==> config.mk <==
export PLATFORM = sky130hd
export DESIGN_NAME = msg_scroller
export DESIGN_NICKNAME = d
export VERILOG_FILES = /design/src/rtl/msg_scroller_pkg.sv /design/src/rtl/msg_rom.sv /design/src/rtl/msg_scroller.sv
export SDC_FILE = /design/constraint.sdc
export NUM_CORES = 1
export LEC_CHECK = 0
export ABC_AREA = 1
export CAP_MARGIN = 15
export CORE_MARGIN = 5
export CORE_UTILIZATION = 31
export CTS_BUF_LIST = sky130_fd_sc_hd__clkbuf_16
export CTS_CLUSTER_DIAMETER = 60
export DETAILED_ROUTE_END_ITERATION = 6
export SLEW_MARGIN = 20
export SYNTH_ARGS = -nofsm -noshare
export SYNTH_HDL_FRONTEND = slang
export SYNTH_HIERARCHICAL = 1
export SYNTH_SLANG_ARGS = --single-unit
==> constraint.sdc <==
create_clock -name clk -period 5.2 [get_ports clk]
set_clock_uncertainty 0.2 [all_clocks]
set_input_delay 1.04 -clock clk [delete_from_list [all_inputs] [get_ports clk]]
set_output_delay 1.04 -clock clk [all_outputs]
set_load 0.01 [all_outputs]
==> src/rtl/msg_scroller_pkg.sv <==
// Shared constants for the message scroller: the 16-digit message table,
// the scroller state encoding and a table lookup helper.
package msg_scroller_pkg;

  localparam int MSG_MAX = 16;

  // Entry 0 sits in the top nibble so the literal reads in message order.
  localparam logic [4*MSG_MAX-1:0] MSG_TABLE = 64'hAAC0_FFEE_A15A_900D;

  typedef enum logic [1:0] {
    ST_IDLE  = 2'd0,
    ST_RUN   = 2'd1,
    ST_PAUSE = 2'd2
  } state_e;

  // Entry idx lives at bit offset 4*(15-idx); 15-idx is the bitwise inverse of a 4-bit idx.
  function automatic logic [3:0] msg_digit(input logic [3:0] idx);
    return MSG_TABLE[{~idx, 2'b00} +: 4];
  endfunction

endpackage

==> src/rtl/msg_rom.sv <==
// Combinational message lookup: table index in, hex digit out.
module msg_rom
  import msg_scroller_pkg::*;
(
  input  logic [3:0] idx_i,
  output logic [3:0] digit_o
);

  assign digit_o = msg_digit(idx_i);

endmodule

==> src/rtl/msg_scroller.sv <==
// Scrolling window over a fixed hex message, with auto-scroll, manual step and
// direction control. Define MSG_SCROLLER_PAUSE_EN to hold the window after each wrap.
//
// Handshake: step is a single-cycle request sampled on the rising clock edge; there is
// no ready, every step is accepted in IDLE and RUN and dropped in PAUSE.
// state_o is a debug view of the FSM state (msg_scroller_pkg::state_e encoding).
module msg_scroller
  import msg_scroller_pkg::*;
#(
  parameter int MSG_LEN     = 16,
  parameter int NUM_DIGITS  = 4,
  parameter int TICK_DIV    = 25000000,
  parameter int PAUSE_TICKS = 4
) (
  input  logic                       clk,
  input  logic                       rst_n,
  input  logic                       en,
  input  logic                       dir,
  input  logic                       step,
  output logic [NUM_DIGITS*4-1:0]    digits_o,
  output logic [$clog2(MSG_LEN)-1:0] pos_o,
  output logic                       wrap_o,
  output logic [1:0]                 state_o
);

  localparam int PW = $clog2(MSG_LEN);
  localparam int TW = (TICK_DIV > 1) ? $clog2(TICK_DIV) : 1;
  localparam int CW = (PAUSE_TICKS > 1) ? $clog2(PAUSE_TICKS) : 1;

`ifdef MSG_SCROLLER_PAUSE_EN
  localparam logic PAUSE_ON = 1'b1;
`else
  localparam logic PAUSE_ON = 1'b0;
`endif

  state_e        state_q, state_d;
  logic [TW-1:0] presc_q, presc_d;
  logic [CW-1:0] pcnt_q, pcnt_d;
  logic [PW-1:0] pos_q, pos_d;
  logic          wrap_q, wrap_d;
  logic          tick;
  logic          move;

  always_comb begin
    state_d = state_q;
    presc_d = presc_q;
    pcnt_d  = pcnt_q;
    pos_d   = pos_q;
    wrap_d  = 1'b0;
    tick    = 1'b0;
    move    = 1'b0;

    // The prescaler also paces the hold in PAUSE, which is measured in ticks.
    if (state_q != ST_IDLE) begin
      if (presc_q == TW'(TICK_DIV - 1)) begin
        presc_d = '0;
        tick    = 1'b1;
      end else begin
        presc_d = presc_q + 1'b1;
      end
    end

    case (state_q)
      ST_IDLE: begin
        move = step;
        if (en) state_d = ST_RUN;
      end
      ST_RUN: begin
        move = tick | step;
        if (!en) state_d = ST_IDLE;
      end
      ST_PAUSE: begin
        // The final hold tick is also the first scroll move after the pause.
        if (tick) begin
          if (pcnt_q == CW'(PAUSE_TICKS - 1)) begin
            pcnt_d  = '0;
            move    = 1'b1;
            state_d = ST_RUN;
          end else begin
            pcnt_d = pcnt_q + 1'b1;
          end
        end
        if (!en) begin
          move    = 1'b0;
          pcnt_d  = '0;
          state_d = ST_IDLE;
        end
      end
      default: state_d = ST_IDLE;
    endcase

    if (move) begin
      if (dir) begin
        if (pos_q == '0) begin
          pos_d  = PW'(MSG_LEN - 1);
          wrap_d = 1'b1;
        end else begin
          pos_d = pos_q - 1'b1;
        end
      end else begin
        if (pos_q == PW'(MSG_LEN - 1)) begin
          pos_d  = '0;
          wrap_d = 1'b1;
        end else begin
          pos_d = pos_q + 1'b1;
        end
      end
    end

    if (PAUSE_ON && state_q == ST_RUN && en && wrap_d) begin
      state_d = ST_PAUSE;
      presc_d = '0;
      pcnt_d  = '0;
    end

    if (state_d == ST_IDLE) begin
      presc_d = '0;
      pcnt_d  = '0;
    end
  end

  always_ff @(posedge clk or negedge rst_n) begin
    if (!rst_n) begin
      state_q <= ST_IDLE;
      presc_q <= '0;
      pcnt_q  <= '0;
      pos_q   <= '0;
      wrap_q  <= 1'b0;
    end else begin
      state_q <= state_d;
      presc_q <= presc_d;
      pcnt_q  <= pcnt_d;
      pos_q   <= pos_d;
      wrap_q  <= wrap_d;
    end
  end

  // Digit k shows entry (pos + k) mod MSG_LEN; k never exceeds MSG_LEN-1, so one subtract suffices.
  for (genvar k = 0; k < NUM_DIGITS; k++) begin : g_digit
    logic [4:0] sum;
    logic [3:0] idx;
    assign sum = 5'(pos_q) + 5'(k);
    assign idx = 4'((sum >= 5'(MSG_LEN)) ? (sum - 5'(MSG_LEN)) : sum);

    msg_rom u_rom (
      .idx_i   (idx),
      .digit_o (digits_o[(NUM_DIGITS-1-k)*4 +: 4])
    );
  end

  assign pos_o   = pos_q;
  assign wrap_o  = wrap_q;
  assign state_o = state_q;

endmodule

; After elaboration in Yosys (flattened, before gate mapping)
; Index checks and enable logic that the tools add are counted.
[word_totals]
reg_bits = 34
latchBits = 0
ramBits = 0
romBits = 0
inputBits = 5
word_cells = 73
memories = 0
[classes]
add_sub_neg = 11
multipliers = 0
n_div = 0
n_lt_le_gt_ge = 4
n_eq_ne = 6
shift = 4
muxes = 31
bitwise = 5
n_reduce_logical = 7
[ops]
columns = op, n
row1 = 64-bit by 7-bit variable part select with 4-bit output (first input constant), 4
row2 = 25-bit two-way mux, 3
row3 = 4-bit two-way mux, 7
row4 = 25-bit by 1-bit adder with 25-bit output (second input constant), 1
row5 = 25-bit equality test (second input constant), 1
row6 = 2-bit two-way mux, 10
row7 = 4-bit by 1-bit subtractor with 4-bit output (second input constant), 5
row8 = 4-bit NOT, 4
row9 = 5-bit greater-or-equal comparator (second input constant), 3
row10 = 4-bit by 2-bit adder with 5-bit output (second input constant), 2
row11 = 1-bit two-way mux, 9
row12 = 2-bit case mux with 3 select lines, 1
row13 = 2-bit nonzero test, 3
row14 = 4-bit by 1-bit adder with 5-bit output (second input constant), 1
row15 = 4-bit by 5-bit greater-or-equal comparator with 1-bit output (second input constant), 1
row16 = 4-bit by 1-bit adder with 4-bit output (second input constant), 1
row17 = 2-bit equality test (second input constant), 2
row18 = 4-bit equality test (second input constant), 1
row19 = 2-bit zero test, 2
row20 = 4-bit zero test, 1
row21 = 3-bit by 1-bit inequality test with 1-bit output (second input constant), 1
row22 = 1-bit case mux with 3 select lines, 1
row23 = 2-bit by 1-bit adder with 2-bit output (second input constant), 1
row24 = 2-bit by 1-bit equality test with 1-bit output (second input constant), 1
row25 = other kinds (2), 2

; Depth between registers and ports, before layout
; Gate-level depths: netlist of run 1.
[logic_depth]
ltp_word = 9
mapped_depth = 10

; Hierarchy
; Netlist of run 1, hierarchy kept.
[modules_own_cells]
columns = mod, instances, cells_each, area_per_inst_um2
row1 = msg_scroller, 1, 310, 2303.5
row2 = msg_rom, 4, 23, 120.1

; Least setup slack after synthesis of run 1
; Ideal clock, no wire load.
[synth_timing]
path_type = flip-flop to output port
start = register pos_q[0], in the netlist pos_o[0]
end = output digits_o[3]
arrival_time_ns = 1.841
path_slack_ns = 2.119
stages_incl_launch_ff = 7
path_cell_list = dfrtp_1 inv_1 ha_1 inv_1 ha_1 inv_1 o21ai_0
[synth_between]
elab_chain_cells = 5
word_cells_on_any_way = 6
[synth_lines]
columns = item, line_no
row1 = from (decl), msg_scroller.sv:39  ; logic [PW-1:0] pos_q, pos_d;
row2 = from (signal assigned), msg_scroller.sv:133  ; pos_q <= pos_d;
row3 = 4-bit by 2-bit adder with 5-bit output (*), msg_scroller.sv:142  ; assign sum = 5'(pos_q) + 5'(k);
row4 = 4-bit by 1-bit subtractor with 4-bit output or 5-bit greater-or-equal comparator (tied branches), msg_scroller.sv:143  ; assign idx = 4'((sum >= 5'(MSG_LEN)) ? (sum - 5'(MSG_LEN)) : sum);
row5 = 4-bit two-way mux (*), msg_scroller.sv:143
row6 = via g_digit[3].idx[1], msg_scroller.sv:141  ; logic [3:0] idx;
row7 = 4-bit NOT (*), msg_scroller_pkg.sv:18  ; return MSG_TABLE[{~idx, 2'b00} +: 4];
row8 = 64-bit by 7-bit variable part select with 4-bit output (*), msg_scroller_pkg.sv:18
row9 = to (decl), msg_scroller.sv:20  ; output logic [NUM_DIGITS*4-1:0] digits_o,
; The timed path passes the listed nets; every way through them passes the cells marked *.

; Worst setup path after layout of run 1
[layout_timing]
start = register pos_q[0], in the netlist pos_o[0]
end = output digits_o[0]
; Same word-level chain as after synthesis.

==> results.yml, run 1 <==
placement:
  gp_congestion: 0.913
  pre_cts_slack_ns: 1.40
  dpl.hpwl_mm: 5.06
  numPortBuffers: 27
sta:
  post-route-min-period_ns: 4.07
  setup_ws_ns: 1.13
  fin_setup_tns_ns: 0
  period_share: 0.783
  setup_viol: 0
  final_max_slew_viol_count: 0
  slew_headroom: 0.595
  max_freq_mhz: 246
  grt_setup_unrepaired: "false"
  tightest_slew_ns: 0.601
  finalHoldViolations: 0
drt:
  wire_per_inst_um: 11.9
  wl_mm: 6.49
  drtAntennaViolNets: 0
  drt_first_pass_iters: 4
  first_iter_violations: 104
  via_count: 2556
  via_per_inst: 4.70
  drc: 0
yosys:
  syn-num-nets: 427
  netlist_instances: 402
  synth_area_leader_cell: "dfrtp_1"
  synth_top_family_by_area: "simple AND/OR/NAND/NOR gates"
  synth_cell_types: 32
  synth_edf_count: 0
  synth-compound-area-share: 0.0787
  muxShareOfSynthArea: 0.00360
  syn_avg_cell_area_um2: 6.93
  syn_area_mm2: 0.00278
  seq_area_frac_synth: 0.306
  async_flop_share: 1.00
  synth_top_cell_area_share: 0.306
  yosysWarnings: 6
  synthXorXnorAreaFrac: 0.0346
  synth_area_leaders: "dfrtp_1 (31%), nand2_1 (13%), ha_1 (9.0%)"
  ys_seq_elements: 34
  synth_ff_type: "dfrtp_1"
  synth-simple-area-share: 0.390
  synth_fa_ha_area_frac: 0.0899
outcome:
  status: "finished clean"
power_and_ir_drop:
  ir_drop_uv: 165
  p_leak_nw: 1.57
  powerDensity_mw_per_mm2: 465
floorplanning:
  die-height_um: 105
  core_area_mm2: 0.00872
  initial_utilization: 0.319
  rows: 34
  die-area_mm2: 0.0110
  io_pins: 28
  die_w_um: 105
clock_network:
  cts-root-buf: "clkbuf_16"
  clkTransAtPathRegs_ns: 0.05
  max-clock-path-buffers: 2
  postCtsSetupBuffers: 0
  insertion_delay_ns: 0.28
  holdBufCountCts: 0
  numCtsBuffers: 5
  numClockSinks: 34
  cts_resized: 0
  cts_tree: "done"
  h-tree-depth: 2
setup_path:
  cp.arrival_ns: 2.83
  cp.required_ns: 3.96
  worst_setup_path_startpoint: "pos_o[0]$_DFFE_PN0P_"
  reg2reg_from: "pos_o[2]$_DFFE_PN0P_"
  crit_type: "flop to output pin"
  worst_setup_path_start_kind: "flop"
  worstPathMaxFanout: 14
  cp-end-kind: "output pin"
final_layout:
  num_antenna_cells: 0
  drive_above_1_share: 0.110
  fill_cells: 927
  nets: 460
  multi_input_area_mm2: 0.00166
  synthToLayoutAreaGrowth_pct: 19.1
  seq_area_um2: 851
grt:
  first_global_vias: 2428
  antenna_found_initial: 0
  grt_max_degree: 35
  gr-total-overflow: 0
  grt_pass1_wl_mm: 11.3
  track_usage: 0.119
worst_hold_path:
  hp-class: "flop to flop"
  hp-start: "presc_q[19]$_DFFE_PN0P_"
job:
  maxCapViolations: 0
==> layer usage <==
| metal | up-vias | part of all wire | GRT usage |
|---|---|---|---|
| met5 | - | 0 | 0 |
| met4 | 0 | 0.015 | 0.0274 |
| met3 | 10 | 0.034 | 0.0234 |
| met2 | 39 | 0.48 | 0.202 |
| met1 | 1158 | 0.47 | 0.157 |
| li1 | 1349 | - | - |
==> cell type report <==
class	count	area share
Clock buffer	5	0.0378
Clock inverter	3	0.00340
Inverter	67	0.0766
Multi-Input combinational cell	299	0.501
Sequential cell	34	0.257
Tap cell	108	0.0408
Timing Repair Buffer	28	0.0838
==> sequential cells by signal, indices dropped and copies added, names as in the netlist <==
name     cells
pos_o        4
presc_q     25
state_o      2
pcnt_q       2
wrap_o       1
==> cells in the mapped netlist, types with 2 or more instances <==
| library cell | count |
|---|---|
| a21oi_1 | 8 |
| nand3_2 | 4 |
| nand2_1 | 99 |
| xor2_1 | 10 |
| a31oi_1 | 4 |
| o21ai_0 | 20 |
| nand3_1 | 33 |
| nand3b_1 | 2 |
| nand2_2 | 9 |
| dfrtp_1 | 34 |
| nor2_4 | 5 |
| nand2_4 | 2 |
| nor2_2 | 7 |
| ha_1 | 20 |
| nand4_1 | 11 |
| nor3_1 | 9 |
| nor2_1 | 41 |
| inv_2 | 10 |
| inv_1 | 56 |
| o21ai_1 | 6 |
==> worst max-delay path, stage by stage (launching register included) <==
cell and delay (ns):
dfrtp_1 0.59, inv_1 0.24, ha_1 0.42, inv_1 0.13
ha_1 0.33, inv_1 0.09, nand2_1 0.06, nand2_1 0.05
nand2_1 0.04, nand2_1 0.06, clkdlybuf4s50_1 0.53
==> where the power goes <==
group / switching [W] / internal (W) / total [W]
combinational: 0.000492 / 0.000437 / 0.000929
clock: 0.000107 / 0.000172 / 0.000279
sequential: 0.0000496 / 0.000282 / 0.000331
total: 0.000649 / 0.000891 / 0.00154
==> placed cells by master (no fill, tap or decap) <==
cell / count
ha_1: 20
nand3_2: 4
nor3b_2: 1
nor3_1: 9
a21oi_1: 8
buf_4: 1
nand4_1: 11
dfrtp_1: 34
a31oi_1: 4
nor2_2: 7
nand3b_1: 2
o211ai_1: 1
nor2_4: 5
nand2_4: 2
nor4_1: 1
inv_2: 10
nand2_1: 99
inv_4: 1
nand2_2: 9
xnor2_1: 1
clkbuf_16: 5
nand3_1: 33
o21bai_1: 1
mux2i_1: 1
nor2_1: 41
xor2_1: 10
a21oi_2: 1
o21ai_1: 6
clkdlybuf4s50_1: 27
nor3_2: 1
o21ai_0: 20
nand3_4: 1
inv_1: 56
clkinv_1: 3
==> metrics by stage <==
stage          hold WS [ns]  area [um2]  power, W   util  cells
6_report              0.284        3310   0.00154  0.380    544
3_3_place_gp          0.276        3180   0.00124  0.364    536
4_1_cts               0.294        3310   0.00155  0.380    544
5_1_grt               0.313        3310   0.00168  0.380    544
3_5_place_dp          0.285        3180   0.00127  0.364    536
2_1_floorplan         0.252        2780  0.000849      -    402
==> worst paths after layout <==
check | to | slack, ns | depth (start not counted)
setup / recovery | digits_o[0] | 1.13 | 10
hold / removal | presc_q[19]$_DFFE_PN0P_ | 0.28 | 1
setup reg to reg | pos_o[3]$_DFFE_PN0P_ | 3.08 | 8
hold reg to reg | presc_q[19]$_DFFE_PN0P_ | 0.28 | 1
max in group asynchronous | wrap_o$_DFF_PN0_ | 3.52 | 2
min in group asynchronous | presc_q[8]$_DFFE_PN0P_ | 0.98 | 2
==> cells by family (layout without fill, tap and decap cells) <==
group / Yosys count / after routing
muxes: 1 / 1
xor gates and xnor gates: 11 / 11
adders and majority gates: 20 / 20
buffers and inverters: 69 / 103
and+or+nand+nor: 226 / 226
AOI/OAI and AO/OA: 41 / 41
DFF: 34 / 34
Power figures use the tool's default switching activity.
==> run 2, diff against run 1 <==
==> constraint.sdc (replaced) <==
create_clock -name clk -period 4 [get_ports clk]
set_clock_uncertainty 0.2 [all_clocks]
set_input_delay 0.8 -clock clk [delete_from_list [all_inputs] [get_ports clk]]
set_output_delay 0.8 -clock clk [all_outputs]
set_load 0.01 [all_outputs]
==> results.yml, run 2 (synthesized netlist as in run 1, its figures left out) <==
outcome:
  status: "finished clean"
clock_network:
  max-clock-path-buffers: 2
  clkTransAtPathRegs_ns: 0.05
  cts_tree: "done"
  cts-root-buf: "clkbuf_16"
  insertion_delay_ns: 0.28
  postCtsSetupBuffers: 0
  cts_resized: 0
  numCtsBuffers: 5
  numClockSinks: 34
  h-tree-depth: 2
  holdBufCountCts: 0
setup_path:
  path_cells: "inv_1 > ha_1 > inv_1 > ha_1 > inv_1 > nand2_1 > nand2_1 > nand2_1 > nand2_1 > clkdlybuf4s50_1"
  cp.arrival_ns: 2.69
  cp.required_ns: 3.00
  crit_type: "flop to output pin"
  cpPeakStageDelay_ns: 0.54
  cpMostUsedCell: "nand2_1"
  critPathTopFamily: "buffers and inverters"
  r2r_slack_ns: 1.92
  worstPathMaxFanout: 9
  worst-path-buf-inv: 4
  worst_setup_path_start_kind: "flop"
  reg2reg_to: "pos_o[3]$_DFFE_PN0P_"
  rr_worst_depth: 8
  reg2reg_from: "pos_o[2]$_DFFE_PN0P_"
  critPathSlowestCell: "clkdlybuf4s50_1"
  cp-end-kind: "output pin"
placement:
  numPortBuffers: 27
  pre_cts_slack_ns: 0.581
  dpl.hpwl_mm: 4.98
  gp_congestion: 0.892
sta:
  holdWs_ns: 0.296
  max_freq_mhz: 271
  slew_headroom: 0.620
  period_share: 0.922
  post-route-min-period_ns: 3.69
  fin_setup_tns_ns: 0
  grt_setup_unrepaired: "false"
  setup_viol: 0
  setup_ws_ns: 0.313
  finalHoldViolations: 0
  final_max_slew_viol_count: 0
  tightest_slew_ns: 0.563
floorplanning:
  rows: 34
  io_pins: 28
  core_area_mm2: 0.00872
  initial_utilization: 0.319
  die-area_mm2: 0.0110
  die-height_um: 105
  die_w_um: 105
power_and_ir_drop:
  p_leak_nw: 1.57
  switching_share: 0.419
  combPwrFrac: 0.611
  powerDensity_mw_per_mm2: 602
  clock_power_share: 0.179
  ir_drop_uv: 200
  power.internal_w: 0.00116
  p_total_w: 0.00200
  p_sw_w: 0.000838
  seqPwrFrac: 0.210
final_layout:
  nets: 461
  layout_common_cells: "nand2_1 (99), inv_1 (57), nor2_1 (41)"
  regMostFlops: "presc_q"
  final_util: 0.381
  largest_reg_flops: 25
  synthToLayoutAreaGrowth_pct: 19.3
  num_antenna_cells: 0
  drive_above_1_share: 0.115
  final_common_cell: "nand2_1"
job:
  maxCapViolations: 0
drt:
  drt_first_pass_iters: 4
  drtAntennaViolNets: 0
  drc: 0
  wl_mm: 6.39
  via_per_inst: 4.73
  first_iter_violations: 111
  via_count: 2571
  wire_per_inst_um: 11.7
worst_hold_path:
  holdPathEnd: "pcnt_q[1]$_DFFE_PN0P_"
  hp-class: "flop to flop"
  holdPathStages: 2
  hp-start: "pcnt_q[1]$_DFFE_PN0P_"
grt:
  grt_max_degree: 35
  antenna_found_initial: 0
  grt_pass1_wl_mm: 10.8
  track_usage: 0.116
  first_global_vias: 2348
  gr-total-overflow: 0
-- run 2: cell types whose count changed in the layout (fill, tap and decap cells not counted), sizes merged --
cell and delta:
clkinv -3, buf +1, inv +1, clkinvlp +1
-- run 2: worst reg2reg max path: stages (launching register included) --
cell and delay [ns]:
dfrtp_1 0.63, ha_1 0.27, xor2_1 0.33, nand2_1 0.09
nand2_1 0.16, nand2_1 0.08, nand2_1 0.07, nand4_1 0.09
nand2_1 0.09
-- run 2: worst max path at each step --
| stage | from | to | slack, ns | cells past startpoint |
|---|---|---|---|---|
| after floorplan | pos_o[0]$_DFFE_PN0P_ | digits_o[3] | 1.16 | 6 |
| after global placement | pos_o[1]$_DFFE_PN0P_ | digits_o[0] | 0.70 | 10 |
| after detailed placement | pos_o[1]$_DFFE_PN0P_ | digits_o[0] | 0.58 | 10 |
| after global routing | pos_o[1]$_DFFE_PN0P_ | digits_o[3] | 0.11 | 7 |
| final | pos_o[1]$_DFFE_PN0P_ | digits_o[0] | 0.31 | 10 |
| after CTS | pos_o[1]$_DFFE_PN0P_ | digits_o[0] | 0.29 | 10 |
-- run 2: per-stage QoR --
step	cell area, um2	std cells
6_report	3320	544
5_1_grt	3320	544
4_1_cts	3320	544
3_5_place_dp	3190	537
3_3_place_gp	3190	537
2_1_floorplan	2780	402
-- run 2: final cells by class --
cell class                 count  area [um2]
timing repair buffer          29         285
fill                         893        5400
multi-input combinational    299        1660
clock buffer                   5         125
inverter                      67         254
sequential                    34         851
tap                          108         135
clock inverter                 2        11.3
-- run 2: power groups by stage --
stage               Sequential (W)  Clock [W]  Combinational, W
finish                    0.000420   0.000358           0.00122
global route              0.000428   0.000383           0.00136
CTS                       0.000421   0.000367           0.00123
detailed placement        0.000427          0           0.00123
global placement          0.000424          0           0.00120
floorplan                 0.000429          0          0.000676
-- run 2: routing by layer --
| layer | track usage | routed length (um) | vias to the layer above |
|---|---|---|---|
| li1 | - | - | 1351 |
| met1 | 0.148 | 3000 | 1164 |
| met2 | 0.198 | 3050 | 45 |
| met3 | 0.0253 | 242 | 11 |
| met4 | 0.0292 | 98 | 0 |
| met5 | 0 | 0 | - |
